`config.mk`:
```
export PLATFORM = sky130hd
export DESIGN_NAME = bus_mux_arb
export DESIGN_NICKNAME = d
export VERILOG_FILES = /design/src/rtl/bus_mux_arb.sv
export SDC_FILE = /design/constraint.sdc
export NUM_CORES = 1
export LEC_CHECK = 0
export CAP_MARGIN = 20
export CORE_AREA = 2 2 331 333
export CTS_CLUSTER_SIZE = 14
export DETAILED_ROUTE_END_ITERATION = 8
export DIE_AREA = 0 0 333 335
export MAX_ROUTING_LAYER = met4
export PLACE_DENSITY_LB_ADDON = 0.3
export RECOVER_POWER = 100
export SLEW_MARGIN = 20
export SYNTH_ARGS = -nofsm -noshare
export SYNTH_HDL_FRONTEND = slang
export SYNTH_SLANG_ARGS = --single-unit
export TNS_END_PERCENT = 50
```
`constraint.sdc`:
```
create_clock -name clock -period 4.75 [get_ports clock]
set_input_delay 1.1875 -clock clock [delete_from_list [all_inputs] [get_ports clock]]
set_output_delay 1.1875 -clock clock [all_outputs]
set_load 0.05 [all_outputs]
```
`src/rtl/bus_mux_arb.sv`:
```
// Priority bus driver: highest enabled source wins, idle bus holds the last driven value,
// multi-driver conflicts flagged and counted. Define BUS_OUT_REG_EN to register the bus outputs.
module bus_mux_arb #(
    parameter int unsigned WIDTH = 32,
    parameter int unsigned NSRC  = 24,
    parameter int unsigned CNT_W = 8,
    localparam int unsigned SEL_W = $clog2(NSRC)
) (
    input  logic                  clock,
    input  logic                  clear,
    input  logic [NSRC*WIDTH-1:0] src_data,
    input  logic [NSRC-1:0]       src_out,
    input  logic                  conflict_clr,
    output logic [WIDTH-1:0]      bus_out,
    output logic [SEL_W-1:0]      bus_src,
    output logic                  bus_drv,
    output logic                  conflict,
    output logic                  conflict_sticky,
    output logic [CNT_W-1:0]      conflict_cnt
);

    logic [SEL_W-1:0] sel;
    logic [WIDTH-1:0] sel_data;
    logic             drv;
    logic             conflict_c;
    logic [WIDTH-1:0] hold_q;
    logic [SEL_W-1:0] hold_src_q;
    logic [WIDTH-1:0] bus_c;
    logic [SEL_W-1:0] src_c;
    logic             sticky_q;
    logic [CNT_W-1:0] cnt_q;

    // Ascending scan so the highest asserted index overwrites lower ones.
    always_comb begin
        sel      = '0;
        sel_data = '0;
        for (int unsigned i = 0; i < NSRC; i++) begin
            if (src_out[i]) begin
                sel      = SEL_W'(i);
                sel_data = src_data[i*WIDTH +: WIDTH];
            end
        end
    end

    assign drv = |src_out;
    // Clearing the lowest set bit leaves something only if two or more bits were set.
    assign conflict_c = |(src_out & (src_out - NSRC'(1)));

    assign bus_c = drv ? sel_data : hold_q;
    assign src_c = drv ? sel : hold_src_q;

    always_ff @(posedge clock or negedge clear) begin
        if (!clear) begin
            hold_q     <= '0;
            hold_src_q <= '0;
        end else if (drv) begin
            hold_q     <= sel_data;
            hold_src_q <= sel;
        end
    end

    always_ff @(posedge clock or negedge clear) begin
        if (!clear) begin
            sticky_q <= 1'b0;
            cnt_q    <= '0;
        end else if (conflict_clr) begin
            sticky_q <= 1'b0;
            cnt_q    <= '0;
        end else if (conflict_c) begin
            sticky_q <= 1'b1;
            if (cnt_q != {CNT_W{1'b1}}) begin
                cnt_q <= cnt_q + CNT_W'(1);
            end
        end
    end

    assign conflict_sticky = sticky_q;
    assign conflict_cnt    = cnt_q;

`ifdef BUS_OUT_REG_EN
    always_ff @(posedge clock or negedge clear) begin
        if (!clear) begin
            bus_out  <= '0;
            bus_src  <= '0;
            bus_drv  <= 1'b0;
            conflict <= 1'b0;
        end else begin
            bus_out  <= bus_c;
            bus_src  <= src_c;
            bus_drv  <= drv;
            conflict <= conflict_c;
        end
    end
`else
    assign bus_out  = bus_c;
    assign bus_src  = src_c;
    assign bus_drv  = drv;
    assign conflict = conflict_c;
`endif

endmodule
```
==> results of run 1 <==
==> cells in the final DEF (no fill, tap or decap), drive strengths merged, types with 3 or more instances in the layout <==
cell type,count
clkdlybuf4s50,779
buf,350
o21ai,171
nand2,126
a221oi,124
a21oi,82
nor2,80
nor3,69
a22oi,63
dfrtp,46
nor2b,42
nand3,39
o22ai,33
a31oi,33
a222oi,32
a221o,31
o311ai,31
o21a,30
diode,28
inv,14
or3,9
clkbuf,7
nor4,7
nand2b,5
or2,5
o211ai,4
o21bai,3
nand4,3
dlygate4sd2,3
nor3b,3
==> through the flow <==
step / cells / TNS, ns / hold slack [ns] / total power [mW]
after floorplan: 1257 / -2.779 / 0.6856 / 0.9832
after global placement: 3639 / -8.831 / 0.5049 / 2.440
after detailed placement: 3639 / -9.252 / 0.5081 / 2.438
after CTS: 3664 / -0.009905 / 0.5239 / 3.033
after global routing: 3694 / -0.1464 / 0.5594 / 3.134
final: 3697 / 0 / 0.5225 / 2.986
==> cell usage after synthesis, types with 4 or more instances <==
cell	n	area, um2
o21ai_0	168	840.8
clkbuf_1	141	529.3
nand2_1	126	473.0
a221oi_1	124	1086
a21oi_1	82	410.4
nor2_1	80	300.3
nor3_1	68	340.3
a22oi_1	63	473.0
dfrtp_1	46	1151
nor2b_1	42	262.8
nand3_1	39	195.2
a31oi_1	33	206.5
o22ai_1	33	206.5
a222oi_1	32	320.3
a221o_1	31	310.3
o311ai_0	31	271.5
o21a_1	30	225.2
inv_1	11	41.29
or3_1	8	50.05
buf_1	5	18.77
nand2b_1	5	31.28
o211ai_1	4	30.03
or2_2	4	25.02
==> area by class of cell <==
type / count / area [um2] / area share (%)
antenna: 28 / 70.07 / 0.3172
clock buffer: 5 / 125.1 / 0.5665
clock inverter: 3 / 25.02 / 0.1133
inverter: 13 / 48.80 / 0.2209
multi-input combinational: 1049 / 7284 / 32.98
sequential: 46 / 1151 / 5.212
tap: 1414 / 1769 / 8.010
timing repair buffer: 1139 / 11610 / 52.58
==> registers in the layout, summed over array words and instances (netlist names) <==
| name | count |
|---|---|
| hold_q | 32 |
| conflict_cnt | 8 |
| hold_src_q | 5 |
| conflict_sticky | 1 |
==> worst paths after layout <==
path / start / end / cells after the start
setup reg to reg: conflict_cnt[0] / conflict_cnt[0] / 6
max in group asynchronous: clear / hold_src_q[1] / 1
setup / recovery: src_out[16] / bus_out[0] / 11
min in group asynchronous: clear / hold_q[13] / 1
hold reg to reg: conflict_sticky / conflict_sticky / 2
hold / removal: conflict_sticky / conflict_sticky / 2
==> worst max-delay path, delay by kind of cell <==
kind,cells,cell delay [ns]
AOI/OAI and AO/OA,4,1.08
buffers and inverters,6,1.09
and+or+nand+nor,1,0.13
==> report_power, final <==
group          total, mW  switching, mW  internal, mW
registers          0.433         0.0111         0.421
clock network      0.465          0.264         0.202
logic               2.09          0.971          1.12
==> cell families (layout without fill, tap and decap cells) <==
group,after synthesis,count (layout),synth area share (%)
other,0,28,0
adder cells (fa/ha/maj),3,3,0.3941
buffers and inverters,162,1160,7.488
flip-flops,46,46,13.95
multiplexers,2,2,0.3031
AND/OR/NAND/NOR,391,391,22.50
AO/OA/AOI/OAI,653,653,55.37
==> metal layers <==
metal | global-route usage [%] | share of wire (%) | vias up
met5 | - | 0 | -
met2 | 32.68 | 48 | 881
met1 | 23.86 | 43 | 7672
li1 | - | - | 7114
met4 | 4.429 | 2.4 | 0
met3 | 4.620 | 6.9 | 110
==> repair_timing <==
item	4_1_cts	5_1_grt
gates cloned	1	0
pin swaps	44	21
setup endpoints to repair	35	33
hold endpoints to repair	0	0
hold buffers	0	0
buffers inserted	19	5
gates resized for setup	121	44
==> run_results.csv, run 1 <==
group,metric,value,unit
outcome,status,"finished with violations",
outcome,violations,"max-capacitance violations, max-slew violations",
route,drc,0,
floorplan,core,108100,um2
global_route,grt_pass1_vias,16171,
floorplan,io_pins,843,
timing,period_needed,4.705,ns
place,placed_cell_area,20920,um2
worst_setup_path,path_max_fanout,12,
route,route.vias.total,15777,
global_route,antenna_found_initial,55,
worst_setup_path,worstSetupStartpointType,"primary input",
route,postRouteAntennaNets,0,
global_route,grt_pass1_wl,144000,um
timing,final.setup.worst_slack,0.04510,ns
worst_setup_path,slowest_stage,"a222oi_1",
timing,post-route-period-util,99.05,%
cells_and_area,area_growth,167.6,%
global_route,grtUsageTotal,19.60,%
synth,avgSynthCellArea,6.567,um2
place,place_ws,-0.5953,ns
timing,max_freq,212.5,MHz
timing,skew,0.01080,ns
synth,synth_enable_flop_cells,0,
synth,ys_seq_area_share,13.95,%
clock_network,clk_path_buf_depth,2,
global_route,overflow,0,
synth,synth-seq-cells,46,
worst_setup_path,r2r_setup_slack,2.92,ns
synth,synth_flop_cell,"dfrtp_1",
timing,slew_viol_final,47,
clock_network,insertion_delay,0.35,ns
clock_network,htreeDepth,2,
clock_network,cts_tree,"done",
cells_and_area,fin_area,22090,um2
flow_run,maxCapViolCount,1,
worst_hold_path,min_path_type,"reg -> reg",
route,viasPerCell,4.268,
floorplan,rows,121,
worst_setup_path,crit_chain,"dlygate4sd2_1 -> buf_6 -> nor2b_4 -> buf_12 -> buf_12 -> a221oi_4 -> buf_4 -> o311ai_1 -> a222oi_1 -> a31oi_2 -> buf_12",
worst_setup_path,cp.arrival,3.52,ns
route,dr.pass1.iters,8,
floorplan,dieArea,111600,um2
synth,synth_nets,2053,
synth,postSynthCellCount,1257,
pwr,p_per_area,135.2,nW/um2
cells_and_area,nFillCells,12224,
timing,slew_headroom,-21.90,%
worst_setup_path,critPathMostFrequentCell,"buf_12",
synth,syn-cell-area,8254,um2
timing,finalHoldViolCount,0,
place,gp_congestion,0.9023,
pwr,p_leak,7.778,nW
timing,setup_violations,0,
timing,rsz0062_at_grt,"true",
synth,yosysUniqueCellTypes,56,
synth,ys_warn_count,0,
route,wirelength,111800,um
worst_setup_path,cp_slowest_stage_delay,0.46,ns
floorplan,fp.dieW,333,um
floorplan,initial_core_util,7.636,%
timing,worstMarginPinSlew,1.829,ns
cells_and_area,drive_gt1_share,21.06,%
clock_network,cts_root_buf,"clkbuf_16",
global_route,grt_max_degree,47,
synth,async_flop_share,100.0,%
route,wire_per_inst,30.25,um
cells_and_area,fin_util,20.43,%
clock_network,cts.sinks,46,
worst_setup_path,crit_required,3.56,ns
worst_setup_path,cp-end-kind,"primary output",
cells_and_area,layout.nets,3050,
place,port_buffers,842,
worst_setup_path,criticalPathCategory,"in -> out",
place,place_hpwl,95080,um
clock_network,clkSlewWorstSetupHoldPaths,0.11,ns
floorplan,die_y,335,um
route,drt_first_iter_violations,1244,
pwr,vdd_drop_max,139.2,uV
clock_network,numCtsBuffers,5,
Note: power is estimated with default switching activity, not from simulation.
==> run 2: changes to the inputs <==
--- a/config.mk
+++ b/config.mk
@@ -6,10 +6,10 @@
 export NUM_CORES = 1
 export LEC_CHECK = 0
 export CAP_MARGIN = 20
-export CORE_AREA = 2 2 331 333
+export CORE_AREA = 2 2 332 334
 export CTS_CLUSTER_SIZE = 14
 export DETAILED_ROUTE_END_ITERATION = 8
-export DIE_AREA = 0 0 333 335
+export DIE_AREA = 0 0 334 336
 export MAX_ROUTING_LAYER = met4
 export PLACE_DENSITY_LB_ADDON = 0.3
 export RECOVER_POWER = 100
==> run_results.csv, run 2 (same netlist as run 1, synthesis figures left out) <==
group,metric,value,unit
floorplan,dieArea,112200,um2
global_route,grtUsageMet1,25.14,%
pwr,power_switching_share,41.96,%
cells_and_area,largest_reg_flops,32,
pwr,p_int,1.733,mW
timing,worstMarginPinSlew,1.991,ns
worst_setup_path,crit_required,3.56,ns
worst_setup_path,cp-end-kind,"primary output",
floorplan,die_y,336,um
place,port_buffers,842,
cells_and_area,area_growth,167.0,%
route,drt_first_iter_violations,1333,
route,viasPerCell,4.303,
worst_hold_path,min_path_type,"reg -> reg",
global_route,grtUsageMet2,32.92,%
global_route,overflow,0,
route,postRouteAntennaNets,0,
cells_and_area,layout.nets,3023,
pwr,vdd_drop_max,130.3,uV
outcome,violations,"max-capacitance violations, max-slew violations",
worst_setup_path,path_max_fanout,7,
pwr,p_leak,7.697,nW
pwr,clkPwrFrac,15.6,%
route,wire_per_inst,31.62,um
global_route,grt_pass1_wl,148800,um
clock_network,insertion_delay,0.35,ns
pwr,total_power,2.987,mW
outcome,status,"finished with violations",
timing,slew_headroom,-32.76,%
timing,rsz0062_at_grt,"true",
cells_and_area,regMostFlops,"hold_q",
worst_setup_path,r2r_cells,6,
global_route,antenna_found_initial,68,
route,drc,0,
timing,max_freq,213.1,MHz
timing,post-route-period-util,98.79,%
pwr,seq_power_share,14.5,%
global_route,use_met3,4.585,%
timing,period_needed,4.693,ns
floorplan,core,108400,um2
pwr,power_switching,1.253,mW
worst_setup_path,worstSetupStartpointType,"primary input",
clock_network,cts.sinks,46,
floorplan,rows,121,
floorplan,io_pins,843,
worst_setup_path,criticalPathCategory,"in -> out",
timing,setup-tns-final,0,ns
pwr,p_comb_share,69.9,%
clock_network,numCtsBuffers,5,
cells_and_area,drive_gt1_share,20.78,%
clock_network,cts_root_buf,"clkbuf_16",
route,route.vias.total,15851,
global_route,grtUsageTotal,20.13,%
clock_network,clkSlewWorstSetupHoldPaths,0.10,ns
clock_network,cts_tree,"done",
worst_hold_path,whs_path_depth,2,
place,place_hpwl,98050,um
timing,setup_violations,0,
clock_network,hold_buffers,0,
floorplan,fp.dieW,334,um
floorplan,initial_core_util,7.615,%
worst_setup_path,cp.arrival,3.51,ns
cells_and_area,final_cell_mix,"clkdlybuf4s50_1 (769), buf_4 (217), o21ai_0 (144), nand2_1 (124), a221oi_1 (85)",
global_route,busiest_layer,"met2",
place,gp_congestion,0.9169,
timing,finalHoldViolCount,0,
global_route,grt_pass1_vias,16091,
pwr,p_per_area,135.5,nW/um2
cells_and_area,nFillCells,12180,
clock_network,clk_path_buf_depth,2,
global_route,grt_max_degree,47,
flow_run,maxCapViolCount,1,
timing,skew,0.01290,ns
route,wirelength,116500,um
clock_network,htreeDepth,2,
route,dr.pass1.iters,7,
cells_and_area,final_common_cell,"clkdlybuf4s50_1",
timing,slew_viol_final,47,
run 2: what timing repair did:
item / in CTS / in global routing
endpoints found under the setup margin: 35 / 35
resized for setup: 129 / 53
pin swaps: 38 / 37
buffers inserted: 9 / 5
gates cloned: 2 / 3
run 2: layout make-up:
cell class / count / area [um2] / area share, %
antenna: 42 / 105.1 / 0.4770
inverter: 13 / 48.80 / 0.2215
multi-input combinational: 1049 / 7397 / 33.57
tap: 1414 / 1769 / 8.029
timing repair buffer: 1112 / 11410 / 51.79
clock buffer: 6 / 138.9 / 0.6303
clock inverter: 2 / 12.51 / 0.05678
sequential: 46 / 1151 / 5.224
run 2: power by group through the flow:
stage / Combinational [mW] / Clock [mW] / Sequential (mW)
3_5_place_dp: 1.99 / 0 / 0.439
4_1_cts: 2.08 / 0.497 / 0.432
3_3_place_gp: 1.99 / 0 / 0.439
6_report: 2.09 / 0.467 / 0.432
5_1_grt: 2.19 / 0.494 / 0.436
2_1_floorplan: 0.537 / 0 / 0.446
run 2: stage by stage:
step / std cells / util, % / setup WS [ns] / area [um2] / hold slack [ns]
after floorplan: 1257 / - / -0.1832 / 8292 / 0.6856
after global placement: 3615 / 19.04 / -0.4322 / 20640 / 0.5045
after detailed placement: 3615 / 19.04 / -0.4563 / 20640 / 0.5151
after CTS: 3634 / 19.91 / -0.06456 / 21580 / 0.5292
after global routing: 3677 / 20.31 / -0.01512 / 22020 / 0.5518
final: 3684 / 20.33 / 0.05731 / 22030 / 0.5250
run 2: critical path: stages:
cell and delay, ns:
dlygate4sd2_1 0.26, nor2b_4 0.19, bufbuf_16 0.31, a221oi_4 0.35
buf_4 0.17, o21ai_0 0.11, nand2_1 0.10, o311ai_0 0.12
a222oi_1 0.35, a31oi_2 0.18, buf_12 0.18
run 2: path summary, 6_finish.rpt:
path	from	endpoint	slack [ns]
min reg2reg	conflict_sticky	conflict_sticky	0.52
min in group asynchronous	clear	hold_q[5]	1.37
min	conflict_sticky	conflict_sticky	0.52
max in group asynchronous	clear	hold_q[24]	2.18
max reg2reg	conflict_cnt[0]	conflict_cnt[0]	2.95
max	src_out[13]	bus_out[28]	0.06
run 2: layer usage:
| layer | wire [um] | part of all wire, % |
|---|---|---|
| met5 | 0 | 0 |
| met4 | 3036 | 2.6 |
| met3 | 8509 | 7.3 |
| met2 | 54140 | 46 |
| met1 | 50810 | 44 |
==> run 3: changes to the inputs <==
--- a/config.mk
+++ b/config.mk
@@ -5,6 +5,7 @@
 export SDC_FILE = /design/constraint.sdc
 export NUM_CORES = 1
 export LEC_CHECK = 0
+export ABC_CLOCK_PERIOD_IN_PS = 4750
 export CAP_MARGIN = 20
 export CORE_AREA = 2 2 332 334
 export CTS_CLUSTER_SIZE = 14
==> results of run 3 <==
The final DEF is identical to that of run 2; final timing and power are the same.
